`config.mk`:
```
export PLATFORM = sky130hd
export DESIGN_NAME = div_32by16_seq
export DESIGN_NICKNAME = d
export VERILOG_FILES = /design/src/rtl/div_pkg.sv /design/src/rtl/div_step.sv /design/src/rtl/div_32by16_seq.sv
export SDC_FILE = /design/constraint.sdc
export NUM_CORES = 1
export LEC_CHECK = 0
export BUFFER_PORTS_ARGS = -buffer_cell sky130_fd_sc_hd__buf_2
export CAP_MARGIN = 20
export CELL_PAD_IN_SITES_DETAIL_PLACEMENT = 0
export CELL_PAD_IN_SITES_GLOBAL_PLACEMENT = 1
export CORE_ASPECT_RATIO = 1.2
export CORE_UTILIZATION = 40
export CTS_BUF_LIST = sky130_fd_sc_hd__clkbuf_16
export DETAILED_ROUTE_END_ITERATION = 16
export GPL_TIMING_DRIVEN = 0
export PLACE_DENSITY = 0.72
export SYNTH_ARGS = -nofsm -noshare
export SYNTH_HDL_FRONTEND = slang
export SYNTH_SLANG_ARGS = --single-unit
```
`constraint.sdc`:
```
create_clock -name clk -period 6.3 [get_ports clk]
set_clock_uncertainty 0.15 [all_clocks]
set_input_delay 0.945 -clock clk [delete_from_list [all_inputs] [get_ports clk]]
set_output_delay 0.945 -clock clk [all_outputs]
set_load 0.005 [all_outputs]
```
`src/rtl/div_pkg.sv`:
```
// Shared types and constants for the sequential 32/16 divider.
// Widths, iteration count, FSM states and the saturated quotient.
package div_pkg;

  localparam int DW   = 16;
  localparam int ITER = DW / 2;
  localparam int CW   = $clog2(ITER);

  localparam logic [DW-1:0] QSAT = '1;

  typedef enum logic [1:0] {
    IDLE,
    CALC,
    DONE
  } state_e;

endpackage

```
`src/rtl/div_step.sv`:
```
// One restoring division step: shift in a bit, trial-subtract.
// Two of these in series form one radix-4 iteration.
module div_step
  import div_pkg::*;
(
  input  logic [DW:0]   pr_i,
  input  logic          bit_i,
  input  logic [DW-1:0] dvs_i,
  output logic [DW:0]   pr_o,
  output logic          q_o
);

  logic [DW:0] sh;
  logic [DW:0] diff;

  // shift, subtract, keep difference unless it borrowed
  always_comb begin
    sh   = {pr_i[DW-1:0], bit_i};
    diff = sh - {1'b0, dvs_i};
    q_o  = pr_i[DW] | ~diff[DW];
    pr_o = q_o ? diff : sh;
  end

endmodule

```
`src/rtl/div_32by16_seq.sv`:
```
// Sequential unsigned 32/16 divider, radix-4 restoring.
// Valid/ready in and out, one operation in flight.
module div_32by16_seq
  import div_pkg::*;
(
  input  logic            clk,
  input  logic            rst_n,
  input  logic            in_valid,
  output logic            in_ready,
  input  logic [2*DW-1:0] dividend,
  input  logic [DW-1:0]   divisor,
  output logic            out_valid,
  input  logic            out_ready,
  output logic [DW-1:0]   quotient,
  output logic [DW-1:0]   remainder,
  output logic            div0,
  output logic            ovf
);

  state_e        state_q, state_d;
  logic [DW:0]   pr_q, pr_d;
  logic [DW-1:0] qsr_q, qsr_d;
  logic [DW-1:0] dvs_q, dvs_d;
  logic [CW-1:0] cnt_q, cnt_d;
  logic          in_ready_q, in_ready_d;
  logic          out_valid_q, out_valid_d;
  logic [DW-1:0] quotient_q, quotient_d;
  logic [DW-1:0] remainder_q, remainder_d;
  logic          div0_q, div0_d;
  logic          ovf_q, ovf_d;

  logic [DW:0]   pr1, pr2;
  logic          qb1, qb2;
  logic [DW-1:0] qsr_nx;

  div_step u_step1 (
    .pr_i  (pr_q),
    .bit_i (qsr_q[DW-1]),
    .dvs_i (dvs_q),
    .pr_o  (pr1),
    .q_o   (qb1)
  );

  div_step u_step2 (
    .pr_i  (pr1),
    .bit_i (qsr_q[DW-2]),
    .dvs_i (dvs_q),
    .pr_o  (pr2),
    .q_o   (qb2)
  );

  assign qsr_nx = {qsr_q[DW-3:0], qb1, qb2};

  // next-state and datapath control
  always_comb begin
    state_d     = state_q;
    pr_d        = pr_q;
    qsr_d       = qsr_q;
    dvs_d       = dvs_q;
    cnt_d       = cnt_q;
    out_valid_d = out_valid_q;
    quotient_d  = quotient_q;
    remainder_d = remainder_q;
    div0_d      = div0_q;
    ovf_d       = ovf_q;
    unique case (state_q)
      IDLE: begin
        if (in_valid && in_ready_q) begin
          if (divisor == '0) begin
            quotient_d  = QSAT;
            remainder_d = dividend[DW-1:0];
            div0_d      = 1'b1;
            out_valid_d = 1'b1;
            state_d     = DONE;
          end else if (dividend[2*DW-1:DW] >= divisor) begin
            quotient_d  = QSAT;
            remainder_d = dividend[DW-1:0];
            ovf_d       = 1'b1;
            out_valid_d = 1'b1;
            state_d     = DONE;
          end else begin
            pr_d    = {1'b0, dividend[2*DW-1:DW]};
            qsr_d   = dividend[DW-1:0];
            dvs_d   = divisor;
            cnt_d   = '0;
            state_d = CALC;
          end
        end
      end
      CALC: begin
        pr_d  = pr2;
        qsr_d = qsr_nx;
        cnt_d = cnt_q + 1'b1;
        if (cnt_q == CW'(ITER - 1)) begin
          quotient_d  = qsr_nx;
          remainder_d = pr2[DW-1:0];
          out_valid_d = 1'b1;
          state_d     = DONE;
        end
      end
      DONE: begin
        if (out_ready) begin
          out_valid_d = 1'b0;
          div0_d      = 1'b0;
          ovf_d       = 1'b0;
          state_d     = IDLE;
        end
      end
      default: state_d = IDLE;
    endcase
    in_ready_d = (state_d == IDLE);
  end

  // state and registered outputs
  always_ff @(posedge clk or negedge rst_n) begin
    if (!rst_n) begin
      state_q     <= IDLE;
      pr_q        <= '0;
      qsr_q       <= '0;
      dvs_q       <= '0;
      cnt_q       <= '0;
      in_ready_q  <= 1'b0;
      out_valid_q <= 1'b0;
      quotient_q  <= '0;
      remainder_q <= '0;
      div0_q      <= 1'b0;
      ovf_q       <= 1'b0;
    end else begin
      state_q     <= state_d;
      pr_q        <= pr_d;
      qsr_q       <= qsr_d;
      dvs_q       <= dvs_d;
      cnt_q       <= cnt_d;
      in_ready_q  <= in_ready_d;
      out_valid_q <= out_valid_d;
      quotient_q  <= quotient_d;
      remainder_q <= remainder_d;
      div0_q      <= div0_d;
      ovf_q       <= ovf_d;
    end
  end

  assign in_ready  = in_ready_q;
  assign out_valid = out_valid_q;
  assign quotient  = quotient_q;
  assign remainder = remainder_q;
  assign div0      = div0_q;
  assign ovf       = ovf_q;

endmodule

```
==> summary.txt <==
Synthesis
  • Warnings from Yosys: 0
  • Distinct cells, synth: 57
  • Synth area leader: dfrtp_1
  • Synthesized area per cell: 8.514 um2
  • Synth Instances: 746
  • Post-synthesis cell area: 6351 um2
  • Post-synthesis sequential area ratio: 0.3546
  • Top-area cell type share of the netlist area: 0.3546
  • Share of async-settable or async-resettable flops after synthesis: 1.000
  • Ys flop type: dfrtp_1
  • Top post-synthesis cells by area: dfrtp_1, ha_1, nand2_1
  • Seq cells post-synth: 90
  • Synthesized Nets: 850
  • EDFF count, synth: 0

Worst setup path
  • Crit-path cells: inv_1 > ha_1 > inv_1 > fa_1 > a211oi_2 > nor3_1 > o31a_1 > or3_4 > a21o_1 > buf_6 > mux2_1 > ha_2 > nand3_1 > nor3_2 > o31ai_4 > a31oi_2 > o22ai_1 > a2111oi_4 > nor2_2 > buf_2 > or3_1 > a32o_1
  • Crit-path max FO: 10
  • CP max stage delay: 0.44 ns
  • Critical path's slowest cell: fa_1
  • Worst path arrival time: 6.21 ns
  • Worst setup path class: reg -> reg
  • Worst Setup Start Kind: flop
  • Req. time, crit path: 6.39 ns
  • CP Capture Type: flop
  • Most numerous cell on the critical path: inv_1

Cells and area
  • N_diodes: 0
  • Layout cell share with drive strength beyond 1: 0.1616
  • Commonest non-fill, non-tap cells in the layout: dfrtp_1, buf_2, nand2_1
  • Non-filler instance count after layout: 1062
  • Most common cell after layout, fill and taps aside: dfrtp_1
  • Synth-to-layout area growth: 17.81%
  • Post-layout net count: 953

Route
  • Post-DRT Antenna Nets: 0
  • Via density: 5.780
  • WL per Instance: 20.54 um
  • Routed vias: 6138
  • Post-Route WL: 21820 um
  • DRT iter0 DRCs: 448
  • DRC: 0
  • Pre-antenna DRT Iters: 5

CTS
  • Max Root-Sink Buffers: 2
  • H-tree depth: 3
  • Clk pin slew, worst setup/hold paths: 0.07 ns
  • TritonCTS Buffers: 9
  • CTS tree: yes
  • CTS sink count: 90
  • Root buf cell: clkbuf_16
  • Clock latency reported for the late side of the worst-skew pair: 0.35 ns

Floorplanning
  • Starting Density: 0.4077
  • IO Pins: 88
  • Die ar.: 16390 um2
  • Std cell rows: 50
  • Die Wd: 117.0 um
  • Core Box Area: 15580 um2
  • Die Ht: 140.0 um

Global route
  • Vias in the first global route: 5916
  • Total global routing overflow: 0
  • GRT Total Usage: 0.2739
  • Largest net degree at the start of global routing: 65
  • Initial antenna violation count: 0
  • First-pass GRT wire length: 33290 um

Timing
  • Crit share post-route: 0.9707
  • Fin crit period: 6.115 ns
  • Fmax: 0.1635 GHz
  • Final Hold Slack: 0.3343 ns
  • Slew at the pin closest to its max-slew limit: 0.9918 ns
  • Worst relative slew slack: 0.3375
  • Unrepaired setup endpoints after global routing: no
  • Setup TNS: 0 ns
  • # setup viols final: 0
  • Final Hold Viols: 0
  • Final max-slew violation count: 0

Flow run
  • MaxCap Viol Count: 0

Placement
  • Placed wire-length estimate: 17210 um
  • Placed instance count: 1042
  • RD Place Congestion: 0.8990
  • Buffers on Ports: 87

Min path
  • HP Class: reg -> reg

Status
  • Status: completed
## final timing paths
kind | end | start | cells after the start | slack (ns)
worst max-delay path | remainder[13] | qsr_q[15] | 22 | 0.18
min in group asynchronous | quotient[12] | rst_n | 1 | 0.36
worst max register to register | remainder[13] | qsr_q[15] | 22 | 0.18
worst min register to register | ovf | ovf | 1 | 0.33
worst min-delay path | ovf | ovf | 1 | 0.33
max in group asynchronous | dvs_q[1] | rst_n | 2 | 4.97
## layout make-up
type / instances / area, um2
multi-input cells: 569 / 3840
clock inverters: 7 / 53.80
fillers: 1550 / 8095
inverters: 48 / 180.2
clock buffers: 9 / 225.2
repair buffers: 93 / 503.0
plain buffers: 38 / 167.7
flip-flops and latches: 90 / 2252
well taps: 208 / 260.3
## critical path: cells and delay by family (launching register included)
kind                       cells  cell delay (ns)
AOI/OAI and AO/OA              8             2.02
and+or+nand+nor                6             1.44
adders and majority gates      3             1.07
buffers and inverters          4             0.54
DFF                            1             0.39
muxes                          1             0.38
## metal layers
layer  track usage  share of wire  vias to the layer above
met5             0              0                        -
met1        0.3540           0.44                     2968
li1              -              -                     2913
met2        0.4541           0.48                      210
met4        0.1206          0.039                        0
met3       0.03418          0.045                       47
## sequential cells by signal, indices dropped and copies added, names as in the netlist
| signal | cells |
|---|---|
| cnt_q | 3 |
| div0 | 1 |
| dvs_q | 16 |
| in_ready | 1 |
| out_valid | 1 |
| ovf | 1 |
| pr_q | 17 |
| qsr_q | 16 |
| quotient | 16 |
| remainder | 16 |
| state_q | 2 |
## timing repair
item | in CTS | in global routing
pin swaps | 2 | 4
resized for setup | 11 | 14
setup buffers | 2 | 3
hold buffers | 0 | 0
endpoints found under the setup margin | 34 | 30
## synth_stat cells, types with 2 or more instances
| cell type | n |
|---|---|
| dfrtp_1 | 90 |
| nand2_1 | 87 |
| o21ai_0 | 62 |
| ha_1 | 50 |
| nor2_1 | 50 |
| inv_1 | 48 |
| a21oi_1 | 37 |
| clkbuf_1 | 35 |
| o21ai_1 | 26 |
| a31oi_1 | 24 |
| a21o_1 | 23 |
| nor3_1 | 19 |
| a211oi_1 | 14 |
| mux2i_1 | 14 |
| nand3_1 | 13 |
| xor2_1 | 12 |
| xnor2_1 | 10 |
| nand2b_1 | 8 |
| o211ai_1 | 8 |
| o31ai_1 | 8 |
| or3_1 | 8 |
| o21a_1 | 7 |
| and3_1 | 6 |
| nor2b_1 | 6 |
| nor4_1 | 6 |
| a32o_1 | 5 |
| mux2_1 | 5 |
| mux2_2 | 5 |
| nand4_1 | 5 |
| o2111ai_1 | 5 |
| a211o_1 | 4 |
| a21boi_1 | 4 |
| o31a_1 | 4 |
| a21boi_0 | 3 |
| buf_2 | 3 |
| o21bai_1 | 3 |
| o22a_1 | 3 |
| a2111oi_0 | 2 |
| a2111oi_4 | 2 |
| a22o_1 | 2 |
| fa_1 | 2 |
| nand4b_1 | 2 |
| o41ai_1 | 2 |
## cell families after synthesis
group | count (synthesis) | share of synthesized area
fa+ha+maj | 52 | 0.1048
compound gates | 255 | 0.2628
mux | 24 | 0.03979
buf+inv | 87 | 0.05319
simple gates | 216 | 0.1545
xor+xnor | 22 | 0.03034
flops | 90 | 0.3546
## metrics by stage
step                worst slack, ns  area (um2)  utilization
floorplan                    0.6885        6351            -
global placement             -1.117        7047       0.4524
detailed placement           -1.051        7077       0.4543
CTS                         0.07897        7415       0.4760
global route               0.003372        7482       0.4803
finish                       0.1847        7482       0.4803
Power is not shown: default switching activity piles up to over one toggle a cycle in this logic, so the estimate is an artifact.
